`src/rtl/mp_arith_pkg.sv`:
```
// Shared types and constants for the multi-precision add/subtract sequencer.
// One word_t is the slice width handled by the adder in a single cycle.
package mp_arith_pkg;

    localparam int WORD_W = 16;

    typedef enum logic [1:0] {IDLE, RUN, DONE} seq_state_t;

    typedef logic [WORD_W-1:0] word_t;

endpackage

```
`src/rtl/adder_16.sv`:
```
// 16-bit carry-lookahead adder: four 4-bit groups with a lookahead carry tree
// across the groups, used once per slice by the sequencer.
module adder_16
    import mp_arith_pkg::*;
(
    input  logic [WORD_W-1:0] a,
    input  logic [WORD_W-1:0] b,
    input  logic              cin,
    output logic [WORD_W-1:0] s,
    output logic              cout
);

    logic [WORD_W-1:0] gen;
    logic [WORD_W-1:0] prop;
    logic [3:0]        grp_gen;
    logic [3:0]        grp_prop;
    logic [3:0]        grp_cin;
    logic              cc;

    assign gen  = a & b;
    assign prop = a ^ b;

    // Group generate/propagate, then the carry into each group is formed directly
    // from cin so no group waits on the ripple of the one below it.
    always_comb begin
        grp_gen  = '0;
        grp_prop = '0;
        grp_cin  = '0;
        s        = '0;
        cout     = 1'b0;
        cc       = 1'b0;
        for (int i = 0; i < 4; i++) begin
            grp_gen[i] = gen[i*4+3]
                       | (prop[i*4+3] & gen[i*4+2])
                       | (prop[i*4+3] & prop[i*4+2] & gen[i*4+1])
                       | (prop[i*4+3] & prop[i*4+2] & prop[i*4+1] & gen[i*4]);
            grp_prop[i] = &prop[i*4 +: 4];
        end
        grp_cin[0] = cin;
        grp_cin[1] = grp_gen[0] | (grp_prop[0] & cin);
        grp_cin[2] = grp_gen[1] | (grp_prop[1] & grp_gen[0])
                   | (grp_prop[1] & grp_prop[0] & cin);
        grp_cin[3] = grp_gen[2] | (grp_prop[2] & grp_gen[1])
                   | (grp_prop[2] & grp_prop[1] & grp_gen[0])
                   | (grp_prop[2] & grp_prop[1] & grp_prop[0] & cin);
        cout       = grp_gen[3] | (grp_prop[3] & grp_gen[2])
                   | (grp_prop[3] & grp_prop[2] & grp_gen[1])
                   | (grp_prop[3] & grp_prop[2] & grp_prop[1] & grp_gen[0])
                   | (&grp_prop & cin);
        for (int i = 0; i < 4; i++) begin
            cc = grp_cin[i];
            for (int j = 0; j < 4; j++) begin
                s[i*4+j] = prop[i*4+j] ^ cc;
                cc       = gen[i*4+j] | (prop[i*4+j] & cc);
            end
        end
    end

endmodule

```
`src/rtl/mp_add_seq.sv`:
```
// Multi-precision add/subtract sequencer: one 16-bit slice per cycle, LSW first,
// through a single shared adder_16 with the inter-slice carry held in a register.
module mp_add_seq
    import mp_arith_pkg::*;
#(
    parameter int WORDS = 4
) (
    input  logic                    clk,
    input  logic                    rst_n,
    input  logic                    in_valid,
    output logic                    in_ready,
    input  logic                    op_sub,
    input  logic [WORD_W*WORDS-1:0] a,
    input  logic [WORD_W*WORDS-1:0] b,
    output logic                    out_valid,
    input  logic                    out_ready,
    output logic [WORD_W*WORDS-1:0] result,
    output logic                    carry,
    output logic                    ovf,
    output logic                    zero,
    output logic                    busy
);

    localparam int TOTAL_W = WORD_W * WORDS;
    localparam int IDX_W   = (WORDS > 1) ? $clog2(WORDS) : 1;
    localparam logic [IDX_W-1:0] LAST_IDX = IDX_W'(WORDS - 1);

    seq_state_t         state;
    logic [IDX_W-1:0]   idx;
    logic [TOTAL_W-1:0] a_reg;
    logic [TOTAL_W-1:0] b_reg;
    logic               op_reg;
    logic               carry_reg;
    word_t              slice_a;
    word_t              slice_b;
    word_t              slice_s;
    logic               slice_cout;
    logic [TOTAL_W-1:0] result_next;

    assign slice_a = a_reg[idx*WORD_W +: WORD_W];
    assign slice_b = b_reg[idx*WORD_W +: WORD_W];

    adder_16 u_adder (
        .a    (slice_a),
        .b    (slice_b),
        .cin  (carry_reg),
        .s    (slice_s),
        .cout (slice_cout)
    );

    // Result as it will look after this cycle's slice lands; the zero flag
    // needs the complete value on the same edge the last slice is written.
    always_comb begin
        result_next = result;
        result_next[idx*WORD_W +: WORD_W] = slice_s;
    end

    // Subtraction is a + ~b + 1: b is inverted at accept time and the +1 enters
    // as the initial carry. All handshake and status outputs are registered.
    always_ff @(posedge clk or negedge rst_n) begin
        if (!rst_n) begin
            state     <= IDLE;
            idx       <= '0;
            a_reg     <= '0;
            b_reg     <= '0;
            op_reg    <= 1'b0;
            carry_reg <= 1'b0;
            result    <= '0;
            carry     <= 1'b0;
            ovf       <= 1'b0;
            zero      <= 1'b0;
            in_ready  <= 1'b1;
            out_valid <= 1'b0;
            busy      <= 1'b0;
        end else begin
            case (state)
                IDLE: begin
                    if (in_valid && in_ready) begin
                        a_reg     <= a;
                        b_reg     <= op_sub ? ~b : b;
                        op_reg    <= op_sub;
                        carry_reg <= op_sub;
                        idx       <= '0;
                        state     <= RUN;
                        in_ready  <= 1'b0;
                        busy      <= 1'b1;
                    end
                end
                RUN: begin
                    result    <= result_next;
                    carry_reg <= slice_cout;
                    if (idx == LAST_IDX) begin
                        state     <= DONE;
                        out_valid <= 1'b1;
                        carry     <= slice_cout ^ op_reg;
                        ovf       <= (a_reg[TOTAL_W-1] == b_reg[TOTAL_W-1])
                                  && (slice_s[WORD_W-1] != a_reg[TOTAL_W-1]);
                        zero      <= ~|result_next;
                    end else begin
                        idx <= idx + 1'b1;
                    end
                end
                DONE: begin
                    if (out_ready) begin
                        state     <= IDLE;
                        out_valid <= 1'b0;
                        in_ready  <= 1'b1;
                        busy      <= 1'b0;
                    end
                end
                default: state <= IDLE;
            endcase
        end
    end

endmodule

```
`config.mk`:
```
export PLATFORM = sky130hd
export DESIGN_NAME = mp_add_seq
export DESIGN_NICKNAME = d
export VERILOG_FILES = /design/src/rtl/mp_arith_pkg.sv /design/src/rtl/adder_16.sv /design/src/rtl/mp_add_seq.sv
export SDC_FILE = /design/constraint.sdc
export NUM_CORES = 1
export LEC_CHECK = 0
export CELL_PAD_IN_SITES_DETAIL_PLACEMENT = 1
export CELL_PAD_IN_SITES_GLOBAL_PLACEMENT = 2
export CORE_UTILIZATION = 34
export DETAILED_ROUTE_END_ITERATION = 10
export PLACE_DENSITY = 0.77
export RECOVER_POWER = 50
export SLEW_MARGIN = 20
export SYNTH_ARGS = -nofsm -noshare
export SYNTH_HDL_FRONTEND = slang
export SYNTH_HIERARCHICAL = 1
export SYNTH_SLANG_ARGS = --single-unit
export TNS_END_PERCENT = 20
```
`constraint.sdc`:
```
create_clock -name clk -period 6.5 [get_ports clk]
set_input_delay 0.975 -clock clk [delete_from_list [all_inputs] [get_ports clk]]
set_output_delay 0.975 -clock clk [all_outputs]
set_load 0.05 [all_outputs]
```
==> run_results.csv <==
group,metric,value,unit
status,status,"finished with violations",
status,failed_checks,"max-capacitance violations, max-slew violations",
detailed_routing,first_iter_violations,495,
critical_path,arrival,5560,ps
critical_path,start_kind,"register",
detailed_routing,routed_wirelength,29.4,mm
grt,pin_count_of_the_biggest_net_entering_global_routing,197,
die,ioPinCount,203,
die,std_cell_rows,62,
grt,total_routing_resource_utilization_after_global_routing,0.202,
grt,global_route_wire_length_before_repair,46.7,mm
critical_path,critPathKind,"reg2reg",
cts,path_clk_slew,60,ps
finish,fraction_of_final_layout_cells_with_drive_strength_greater_than_1,0.151,
critical_path,critPathRequiredTime,6910,ps
placed_design,io_buffer_count,202,
finish,nets,1152,
detailed_routing,route.detailed.vias_per_inst,5.15,
finish,final_util,0.451,
detailed_routing,drc_viols,0,
synthesis,async_reset_ff_frac,1.00,
critical_path,timing.rr.end,"zero",
timing,max_freq,194,MHz
detailed_routing,antenna_violating_nets_post_route,0,
flow_run,max_cap_viol,3,
grt,grt_pass1_vias,7744,
synthesis,synth-seq-area-share,0.514,
synthesis,ys_types,54,
timing,final-hold-violation-count,0,
detailed_routing,wire_per_inst,21.3,um
die,start_util,0.346,
critical_path,rr_worst_depth,15,
critical_path,crit_end,"zero",
timing,report.final.slew_viol_count,326,
cts,cts.hold.buffers_added,0,
placed_design,numPlacedInstances,1344,
synthesis,synth.ff_latch_count,204,
pwr,static-leakage-power,5.38,nW
timing,setup_viol_count_final,0,
finish,syn_to_final_growth,30.4,%
timing,period_minus_slack,5150,ps
critical_path,path_max_fanout,29,
hold_path,min-delay-path-class,"reg2reg",
timing,grt_setup_unrepaired,"no",
cts,post_cts.repair.setup_buffers,0,
grt,overflow,0,
synthesis,synth_area,9930,um2
placed_design,placement.setup.worst_slack,1030,ps
timing,setup_total_negative_slack,0,ps
detailed_routing,drt_pre_antenna_iters,4,
placed_design,finalWeightedCongestion,0.809,
critical_path,cp-end-kind,"register",
die,design.core.area,28700,um2
cts,master_cell_of_the_clock_root_buffer,"sky130_fd_sc_hd__clkbuf_16",
die,chipWidth,173,um
die,die_area,29900,um2
timing,clock_skew,8.25,ps
synthesis,synth_fp_nets,971,
cts,cts_repair_resize_count,0,
detailed_routing,num_vias,7123,
timing,setup_ws,1350,ps
timing,timing.final.crit_share,0.792,
grt,grt_antenna_before_repair,0,
finish,final_antenna_diode_count,0,
synthesis,synth-edff-count,0,
die,die-height,173,um
critical_path,worstReg2RegStart,"idx[0]",
placed_design,dpl.hpwl,21.6,mm
cts,cts_htree_levels,1,
cts,tritoncts,"done",
critical_path,setup.reg_to_reg.worst_slack,1350,ps
synthesis,synthCells,804,
cts,cts.sinks,204,
pwr,vdd_drop_max,0.380,mV
timing,max_slew.worst_pin.slew,4090,ps
pwr,power.density,609,nW/um2
synthesis,synth_warnings,6,
finish,stdcell_count,1382,
cts,worst_skew_pair.late_latency,500,ps
cts,numCtsBuffers,23,
synthesis,synth.avg_cell_area,12.4,um2
critical_path,worstSetupStartpoint,"idx[0]",
synthesis,ys.flop_type,"sky130_fd_sc_hd__dfrtp_1",
timing,max_slew_margin,-1.72,
cts,clockBufferDepth,3,
## worst min path at each step
stage	startpoint	endpoint	slack, ps	cells past startpoint
after floorplan	a_reg[32]	a_reg[32]	480	1
after global placement	busy	busy	480	1
after detailed placement	busy	busy	480	1
after CTS	rst_n	a_reg[52]	460	1
after global routing	a_reg[7]	a_reg[7]	520	1
final	busy	busy	480	1
## cell usage after synthesis, drive strengths merged (2+ instances only)
master | count | area [um2]
xnor2 | 67 | 587
nor3 | 6 | 30.0
mux4 | 32 | 721
o22ai | 2 | 12.5
fa | 12 | 240
nor2b | 5 | 31.3
o31ai | 2 | 25.0
a21o | 2 | 15.0
nand3 | 4 | 25.0
nor4 | 14 | 87.6
a221oi | 2 | 17.5
buf | 38 | 185
nand4 | 3 | 18.8
dfrtp | 203 | 5080
and4 | 3 | 26.3
nand2b | 4 | 25.0
o21ai | 12 | 63.8
mux2 | 66 | 743
and2 | 5 | 31.3
nor4bb | 2 | 20.0
xor2 | 2 | 17.5
a21oi | 77 | 385
nand2 | 22 | 85.1
inv | 21 | 78.8
ha | 22 | 275
nor2 | 78 | 293
a22o | 62 | 548
clkbuf | 15 | 56.3
a211oi | 2 | 20.0
## critical path, stage by stage (launching register included)
cell and delay (ps):
sky130_fd_sc_hd__dfrtp_4 810, sky130_fd_sc_hd__buf_4 270, sky130_fd_sc_hd__mux4_2 570, sky130_fd_sc_hd__ha_1 230
sky130_fd_sc_hd__a21oi_1 190, sky130_fd_sc_hd__nor2_1 80, sky130_fd_sc_hd__a211oi_2 220, sky130_fd_sc_hd__nand3_2 120
sky130_fd_sc_hd__fa_1 400, sky130_fd_sc_hd__fa_1 390, sky130_fd_sc_hd__fa_1 570, sky130_fd_sc_hd__nor4_1 420
sky130_fd_sc_hd__nand2b_1 120, sky130_fd_sc_hd__a221oi_1 300, sky130_fd_sc_hd__nand4_1 150, sky130_fd_sc_hd__o31ai_2 190
## report_power, final
group / switching (W) / internal, W
registers: 0.000462 / 0.00180
clock network: 0.000504 / 0.000760
logic: 0.00266 / 0.00170
## area by class of cell
cell class                 count  area, um2
fill                        3014      15700
sequential                   204       5110
multi-input combinational    526       4500
timing repair buffer         209       2060
clock buffer                  32        639
tap                          384        480
clock inverter                 6       85.1
inverter                      21       78.8
## metal layers
layer | global-route usage | vias up | part of all wire
met3 | 0.0383 | 38 | 0.055
met1 | 0.279 | 3617 | 0.45
met4 | 0.0516 | 0 | 0.024
met5 | 0 | - | 0
li1 | - | 3249 | -
met2 | 0.325 | 219 | 0.48
## logic make-up after synthesis
logic type,share of synthesized area
adder cells (fa/ha/maj),0.0519
flip-flops,0.514
multiplexers,0.148
buffers and inverters,0.0323
AO/OA/AOI/OAI,0.117
AND/OR/NAND/NOR,0.0751
XOR/XNOR,0.0609
## stage by stage
stage | instance area [um2] | power (W) | hold WS [ps]
after floorplan | 9930 | 0.00490 | 475
after global placement | 12300 | 0.00650 | 475
after detailed placement | 12300 | 0.00663 | 478
after CTS | 13000 | 0.00793 | 461
after global routing | 13000 | 0.00838 | 524
final | 13000 | 0.00789 | 482
## cells in the final DEF, fill, tap and decap left out, types with 5 or more instances in the layout
master	synthesis	final
sky130_fd_sc_hd__ha_1	22	22
sky130_fd_sc_hd__dfrtp_1	203	201
sky130_fd_sc_hd__a21oi_1	77	77
sky130_fd_sc_hd__nor2_1	78	78
sky130_fd_sc_hd__clkbuf_1	15	7
sky130_fd_sc_hd__nand2_1	21	21
sky130_fd_sc_hd__clkbuf_16	0	23
sky130_fd_sc_hd__clkdlybuf4s50_1	0	198
sky130_fd_sc_hd__nor4_1	14	14
sky130_fd_sc_hd__mux2_2	66	66
sky130_fd_sc_hd__a22o_1	58	58
sky130_fd_sc_hd__fa_1	12	12
sky130_fd_sc_hd__nor2b_1	5	5
sky130_fd_sc_hd__mux4_2	32	32
sky130_fd_sc_hd__o21ai_0	11	11
sky130_fd_sc_hd__xnor2_1	67	67
sky130_fd_sc_hd__inv_1	21	21
sky130_fd_sc_hd__buf_4	0	6
sky130_fd_sc_hd__and2_1	5	5
sky130_fd_sc_hd__nor3_1	6	6
Note: power is estimated with default switching activity, not from simulation.
